$ cat src/rtl/lcd_bus_scheduler.sv
// HD44780 power-on sequencer and two-way arbiter
// in front of the LcdController byte port.
module lcd_bus_scheduler #(
  parameter int INIT_DELAY   = 50000,
  parameter int CLEAR_DELAY  = 2000,
  parameter int BUSY_TIMEOUT = 255
) (
  input  logic       clkLcd,
  input  logic       reset,
  input  logic       req0,
  input  logic       req1,
  input  logic       lock0,
  input  logic       lock1,
  input  logic       rs0,
  input  logic       rs1,
  input  logic [7:0] data0,
  input  logic [7:0] data1,
  output logic       ack0,
  output logic       ack1,
  output logic [7:0] core_data,
  output logic       core_rs,
  output logic       core_send,
  input  logic       core_busy,
  output logic [1:0] grant,
  output logic       init_done,
  output logic       err
);

  typedef enum logic [2:0] {
    PWR_WAIT,
    INIT_ISSUE,
    IDLE,
    ISSUE,
    WAIT_HI,
    WAIT_LO,
    HOLD
  } state_t;

  localparam logic [31:0] INIT_LAST  = 32'(INIT_DELAY - 1);
  localparam logic [31:0] CLEAR_LAST = 32'(CLEAR_DELAY - 1);
  localparam logic [31:0] BUSY_LAST  = 32'(BUSY_TIMEOUT - 1);

  state_t      state;
  logic [31:0] cnt;
  logic [2:0]  idx;
  logic        rr;
  logic        locked;

  logic        pick0;
  logic        pick1;
  logic        timeout;
  logic        fin;
  logic        clr_byte;
  logic        hold_done;
  logic        advance;
  logic        last_init;
  logic [2:0]  idx_nxt;
  logic [7:0]  rom_nxt;

  function automatic logic [7:0] rom(input logic [2:0] i);
    unique case (i)
      3'd0:    rom = 8'h33;
      3'd1:    rom = 8'h32;
      3'd2:    rom = 8'h28;
      3'd3:    rom = 8'h0C;
      3'd4:    rom = 8'h06;
      3'd5:    rom = 8'h01;
      default: rom = 8'h00;
    endcase
  endfunction

  // rr remembers the last requester served; a tie goes to the other one
  always_comb begin
    pick0 = 1'b0;
    pick1 = 1'b0;
    if (locked) begin
      pick0 = grant[0] & req0;
      pick1 = grant[1] & req1;
    end else if (req0 & req1) begin
      pick0 = rr;
      pick1 = ~rr;
    end else begin
      pick0 = req0;
      pick1 = req1;
    end
  end

  assign timeout   = (state == WAIT_HI) && !core_busy
                     && (cnt == BUSY_LAST);
  assign fin       = timeout
                     || ((state == WAIT_LO) && !core_busy);
  assign clr_byte  = !core_rs
                     && ((core_data == 8'h01)
                     || (core_data == 8'h02));
  assign hold_done = (state == HOLD) && (cnt == CLEAR_LAST);
  assign advance   = (fin && !clr_byte) || hold_done;
  assign last_init = (idx == 3'd5);
  assign idx_nxt   = idx + 3'd1;
  assign rom_nxt   = rom(idx_nxt);

  always_ff @(posedge clkLcd or negedge reset) begin
    if (!reset) begin
      state     <= PWR_WAIT;
      cnt       <= '0;
      idx       <= '0;
      rr        <= 1'b0;
      locked    <= 1'b0;
      core_data <= '0;
      core_rs   <= 1'b0;
      core_send <= 1'b0;
      ack0      <= 1'b0;
      ack1      <= 1'b0;
      grant     <= '0;
      init_done <= 1'b0;
      err       <= 1'b0;
    end else begin
      ack0      <= 1'b0;
      ack1      <= 1'b0;
      core_send <= 1'b0;
      err       <= 1'b0;
      unique case (state)
        PWR_WAIT: begin
          if (cnt == INIT_LAST) begin
            state     <= INIT_ISSUE;
            cnt       <= '0;
            idx       <= '0;
            core_data <= rom(3'd0);
            core_rs   <= 1'b0;
            core_send <= 1'b1;
          end else begin
            cnt <= cnt + 32'd1;
          end
        end
        INIT_ISSUE, ISSUE: begin
          state <= WAIT_HI;
          cnt   <= 32'd1;
        end
        IDLE: begin
          if (pick0 | pick1) begin
            state     <= ISSUE;
            grant     <= {pick1, pick0};
            ack0      <= pick0;
            ack1      <= pick1;
            core_send <= 1'b1;
            core_data <= pick1 ? data1 : data0;
            core_rs   <= pick1 ? rs1 : rs0;
            locked    <= pick1 ? lock1 : lock0;
            rr        <= pick1;
          end
        end
        WAIT_HI: begin
          if (core_busy) state <= WAIT_LO;
          else cnt <= cnt + 32'd1;
        end
        WAIT_LO: begin
        end
        HOLD: cnt <= cnt + 32'd1;
        default: state <= PWR_WAIT;
      endcase
      if (fin) begin
        err <= timeout;
        cnt <= '0;
        if (!locked) grant <= 2'b00;
        if (clr_byte) state <= HOLD;
      end
      // byte fully done: next init byte, end of init, or back to arbitration
      if (advance) begin
        cnt <= '0;
        if (init_done) begin
          state <= IDLE;
        end else if (last_init) begin
          init_done <= 1'b1;
          state     <= IDLE;
        end else begin
          idx       <= idx_nxt;
          core_data <= rom_nxt;
          core_rs   <= 1'b0;
          core_send <= 1'b1;
          state     <= INIT_ISSUE;
        end
      end
    end
  end

endmodule

$ cat config.mk
export PLATFORM = sky130hd
export DESIGN_NAME = lcd_bus_scheduler
export DESIGN_NICKNAME = d
export VERILOG_FILES = /design/src/rtl/lcd_bus_scheduler.sv
export SDC_FILE = /design/constraint.sdc
export NUM_CORES = 1
export LEC_CHECK = 0
export CAP_MARGIN = 40
export CORE_MARGIN = 2
export CORE_UTILIZATION = 53
export CTS_BUF_LIST = sky130_fd_sc_hd__clkbuf_2
export CTS_CLUSTER_SIZE = 30
export DETAILED_ROUTE_END_ITERATION = 10
export GPL_TIMING_DRIVEN = 0
export PLACE_DENSITY = 0.79
export SLEW_MARGIN = 20
export SYNTH_ARGS = -nofsm -noshare
export SYNTH_HDL_FRONTEND = slang
export SYNTH_SLANG_ARGS = --single-unit
export TNS_END_PERCENT = 10
$ cat constraint.sdc
create_clock -name clkLcd -period 2.5 [get_ports clkLcd]
set_clock_uncertainty 0.15 [all_clocks]
set_input_delay 0.5 -clock clkLcd [delete_from_list [all_inputs] [get_ports clkLcd]]
set_output_delay 0.5 -clock clkLcd [all_outputs]
set_load 0.05 [all_outputs]
# ---- After elaboration in Yosys (flattened, before gate mapping)
# Cells that the tools add are included.
dict set report classes {
  addsub 2
  eq_ne 18
  n_mux 56
  bitwise 5
  n_reduce_logical 19
}
# operator count
set op_table {}
lappend op_table {{two-way mux 32 bit} 4}
lappend op_table {{case mux 32 bit (4 select lines)} 1}
lappend op_table {{two-way mux 8 bit} 6}
lappend op_table {{case mux 6 bit (6 select lines)} 1}
lappend op_table {{two-way mux 3 bit} 11}
lappend op_table {{adder 32 x 1 -> 32 bit (second input constant)} 1}
lappend op_table {{== test 32 x 11 -> 1 bit (second input constant)} 1}
lappend op_table {{== test 32 x 16 -> 1 bit (second input constant)} 1}
lappend op_table {{== test 32 x 8 -> 1 bit (second input constant)} 1}
lappend op_table {{two-way mux 1 bit} 23}
lappend op_table {{== test 3 bit (second input constant)} 6}
lappend op_table {{case mux 8 bit (2 select lines)} 1}
lappend op_table {{case mux 3 bit (5 select lines)} 1}
lappend op_table {{== test 3 x 2 -> 1 bit (second input constant)} 4}
lappend op_table {{two-way mux 2 bit} 6}
lappend op_table {{== test 8 x 1 -> 1 bit (second input constant)} 1}
lappend op_table {{== test 8 x 2 -> 1 bit (second input constant)} 1}
lappend op_table {{== test 3 x 1 -> 1 bit (second input constant)} 2}
lappend op_table {{logical AND 1 bit} 6}
lappend op_table {{zero test 3 bit} 2}
lappend op_table {{nonzero test 6 bit} 1}
lappend op_table {{!= test 4 bit (second input constant)} 1}
lappend op_table {{case mux 1 bit (2 select lines)} 2}
lappend op_table {{AND reduction 2 bit} 2}
lappend op_table {{other kinds (7)} 14}
dict set report word_totals {
  register_bits 56
  out_inout_bits 16
}

# ---- Longest topological paths before layout
dict set report depth {
  depth_word 9
  depth_mapped 10
}

# ---- Worst setup path before layout
# Ideal clock, no wire load.
dict set report synth_path {
  path_kind {register -> register}
  start {register cnt[1]}
  end {register cnt[11]}
  arrival_time_ns 2.224
  required_ns 2.224
  path_slack_ns 0.000
  stages_incl_launch_ff 10
  n_path_buf 2
  period_less_slack_ns 2.500
  path_cell_list {dfrtp_1 -> ha_1 -> and4b_1 -> nand4b_1 -> a211oi_4 -> or3_2 -> buf_2 -> nor3_2 -> buf_2 -> a221o_1}
}
dict set report synth_between {
  elab_chain_cells 7
  word_cells_on_any_way 17
  cone_classes {add/sub (1); eq/ne (4); mux (5); reduce/logical (7)}
}
# item line
set synth_lines {}
lappend synth_lines {{start: declaration} 44} ;# logic [31:0] cnt;
lappend synth_lines {{start signal: assignment} 131} ;# cnt <= cnt + 32'd1;
lappend synth_lines {{start signal: assignment} 153} ;# else cnt <= cnt + 32'd1;
lappend synth_lines {{start signal: assignment} 157} ;# HOLD: cnt <= cnt + 32'd1;
lappend synth_lines {{branches (longest 7 deep; another with adder 32 x 1 -> 32 bit)} -}
# Several ways; the timed one is not identified. The select of a mux whose other input is x is not followed.
# A chain may end at the register's enable or synchronous reset.

# ---- Final worst setup path
dict set report layout_path {
  start {register cnt[0]}
  end {register cnt[21]}
}
# The elaborated chain is that of the path after synthesis.

==> flow_summary.json <==
{
  "port_buffers": 40,
  "critPathMaxStageDelay_ns": 0.46,
  "post-route-min-period_ns": 2.621,
  "drc": 0,
  "finalSetupViolations": 19,
  "fillerInstances": 495,
  "seq_area_frac_synth_pct": 38.16,
  "wl_per_cell_um": 18.97,
  "p_per_area_nw_per_um2": 283.6,
  "drv_slew": 0,
  "ys.flop_type": "dfrtp_1",
  "crit_path_start_kind": "register",
  "cp-end-kind": "register",
  "critPathLaunch": "cnt[0]$_DFFE_PN0P_",
  "path_class": "reg2reg",
  "synth-seq-cells": 56,
  "area_growth_pct": 28.21,
  "cts.htree.levels": 2,
  "slew_headroom_pct": 41.87,
  "numCtsBuffers": 5,
  "holdPathStages": 1,
  "seq_area_um2": 1404,
  "multi_input_area_um2": 2333,
  "switchingPower_w": 0.0003191,
  "core_area_um2": 6756,
  "path_buf_inv": 2,
  "num_vias": 3680,
  "cp_slowest_cell": "dfrtp_1",
  "chipWidth_um": 87.24,
  "async_flop_share_pct": 100.0,
  "diodes": 0,
  "worst_pin_slew_ns": 0.8687,
  "nets": 508,
  "syn_area_per_cell_um2": 9.344,
  "violations": "negative setup slack",
  "finalHoldViolations": 0,
  "die_h_um": 87.24,
  "peakVddDrop_mv": 0.1952,
  "combPwrFrac_pct": 5.4,
  "wirelength_um": 10450,
  "p_seq_share_pct": 68.3,
  "synthDistinctLibCells": 70,
  "critPathMaxFanout": 7,
  "clkTransAtPathRegs_ns": 0.26,
  "final.setup.tns_ns": -1.181,
  "crit_path_frequent_cell": "nor3_4",
  "maxCapViolations": 0,
  "overflow": 0,
  "timing.rr.start": "cnt[0]$_DFFE_PN0P_",
  "internal-power_w": 0.001016,
  "initial_core_util_pct": 54.35,
  "ff2ff_path_depth": 9,
  "grt_pass1_vias": 3414,
  "fmax_ghz": 0.3816,
  "grt_pass1_wl_um": 16240,
  "status": "finished, violations left",
  "crit_required_ns": 2.70,
  "power.leakage_nw": 2.020,
  "dr.pass1.iters": 5,
  "finalCritPeriodShare_pct": 104.8,
  "routabilityCongestion": 0.8555,
  "antenna_found_initial": 0,
  "dp_hpwl_um": 6681,
  "grt_max_degree": 57,
  "clockPowerShare_pct": 26.4,
  "ant_nets": 0,
  "cts_root_buf": "clkbuf_2",
  "power.share.switching_pct": 23.90,
  "globalRouteTotalUtil_pct": 27.08,
  "cts_sinks": 56,
  "drive_above_1_share_pct": 22.51,
  "synth_nets": 430,
  "vias_per_cell": 6.679,
  "die_area_um2": 7611,
  "cp_top_family": "simple AND/OR/NAND/NOR gates",
  "synth_edf_count": 0,
  "initialDrtViolationCount": 313,
  "clk_latency_ns": 0.48,
  "setup_ws_ns": -0.1209,
  "dp.cells": 514,
  "path_cells": "ha_2, and4b_1, nand4b_1, a211oi_4, buf_6, nor3_4, buf_4, nor3_4, nor2_1",
  "ctsLongestPathBuffers": 2,
  "cts_tree": "built",
  "arrival_ns": 2.82,
  "rows": 30,
  "hold_start": "rr$_DFFE_PN0N_",
  "hold_path_class": "reg2reg",
  "syn_inst": 393,
  "rsz0062_at_grt": "true",
  "cp.depth": 9,
  "pin_count": 41,
  "fin_cells": 551,
  "yosysWarnings": 0,
  "synth_area_um2": 3672
}
## state kept, by name, summed over array words and instances (netlist names)
register / cells
ack0: 1
ack1: 1
cnt: 32
core_data: 8
core_rs: 1
core_send: 1
err: 1
grant: 2
idx: 3
init_done: 1
locked: 1
rr: 1
state: 3
## area by class of cell
cell class	instances	area share (%)
inverter	11	0.8770
sequential	56	29.82
timing repair buffer	72	14.16
tap	80	2.126
clock buffer	6	0.6378
clock inverter	1	0.1063
multi-input combinational	308	49.56
buffer	17	2.711
## cells by family after synthesis
family,after synthesis,synth area share [%]
and+or+nand+nor,173,28.69
AOI/OAI and AO/OA,116,23.31
DFF,56,38.16
buffers and inverters,29,3.918
adders and majority gates,12,4.088
muxes,4,1.124
xor gates and xnor gates,3,0.7156
## placed cells by master (no fill, tap or decap), drive strengths merged, types with 3 or more instances in the layout
cell and count:
nand2 31, or4 6, a32oi 4, and4 5
mux2i 3, o22ai 4, ha 12, nor2 30
nand2b 7, or3 6, nand3 10, nand4 15
o31ai 7, and3 15, a21oi 21, inv 11
xor2 3, a22o 15, nor3 16, dfrtp 56
a21o 3, clkdlybuf4s50 39, nor4 10, and2 6
o211ai 9, buf 42, a22oi 10, clkbuf 13
a221o 7, a211oi 4, o21ai 15
## worst paths after layout
kind / slack [ns] / to
setup / recovery: -0.12 / cnt[21]$_DFFE_PN0P_
hold / removal: 0.39 / rr$_DFFE_PN0N_
setup reg to reg: -0.12 / cnt[21]$_DFFE_PN0P_
hold reg to reg: 0.39 / rr$_DFFE_PN0N_
max in group asynchronous: 1.23 / state[2]$_DFF_PN0_
min in group asynchronous: 0.40 / cnt[13]$_DFFE_PN0P_
## repair_timing
item	CTS	global route
setup endpoints to repair	44	44
pin swaps	20	17
cloned	0	0
resized for setup	28	37
hold endpoints to repair	56	0
hold buffers	1	0
setup buffers	14	16
## worst reg2reg max path, cell delays in order, from the launching register on
cell and delay (ns):
dfrtp_1 0.46, ha_2 0.21, and4b_1 0.22, nand4b_1 0.23, a211oi_4 0.41, buf_6 0.17
nor3_4 0.06, buf_4 0.18, nor3_4 0.34, nor2_1 0.09
## routing by layer
metal  track usage [%]  up-vias  wire [µm]  part of all wire [%]
li1                  -     1684          -                     -
met1             34.82     1772       4248                    41
met2             45.39      184       5122                    49
met3             5.213       40        700                   6.7
met4             9.650        0        382                   3.7
met5                 0        -          0                     0
## through the flow
| stage | util [%] | setup slack, ns | instance area (µm²) | total power, W | hold slack (ns) |
|---|---|---|---|---|---|
| finish | 69.69 | -0.1209 | 4708 | 0.001335 | 0.3916 |
| global route | 69.69 | -0.2410 | 4708 | 0.001392 | 0.4174 |
| CTS | 65.67 | -0.1896 | 4437 | 0.001344 | 0.3992 |
| detailed placement | 61.78 | -0.8083 | 4174 | 0.0009978 | 0.3414 |
| global placement | 61.76 | -1.029 | 4173 | 0.0009978 | 0.3350 |
| floorplan | - | 0.0004705 | 3672 | 0.0009367 | 0.05441 |
## cells in the mapped netlist (7+ instances only)
library cell / count / area (µm²)
dfrtp_1: 56 / 1401
nand2_1: 30 / 112.6
nor2_1: 29 / 108.9
a21oi_1: 21 / 105.1
a22o_1: 15 / 131.4
and3_1: 14 / 87.58
nand4_1: 13 / 81.33
ha_1: 12 / 150.1
nor3_1: 12 / 60.06
o21ai_0: 12 / 60.06
inv_1: 11 / 41.29
a22oi_1: 10 / 75.07
nand3_1: 10 / 50.05
o211ai_1: 9 / 67.56
a221o_1: 7 / 70.07
buf_2: 7 / 35.03
clkbuf_1: 7 / 26.28
nand2b_1: 7 / 43.79
o31ai_1: 7 / 52.55
## power groups by stage
stage / combinational [W] / sequential (W) / clock, W
final: 0.0000717 / 0.000911 / 0.000352
after global routing: 0.0000797 / 0.000913 / 0.000399
after CTS: 0.0000731 / 0.000912 / 0.000359
after detailed placement: 0.0000718 / 0.000926 / 0
after global placement: 0.0000717 / 0.000926 / 0
after floorplan: 0.00000777 / 0.000929 / 0
(Power assumes the default switching activity.)
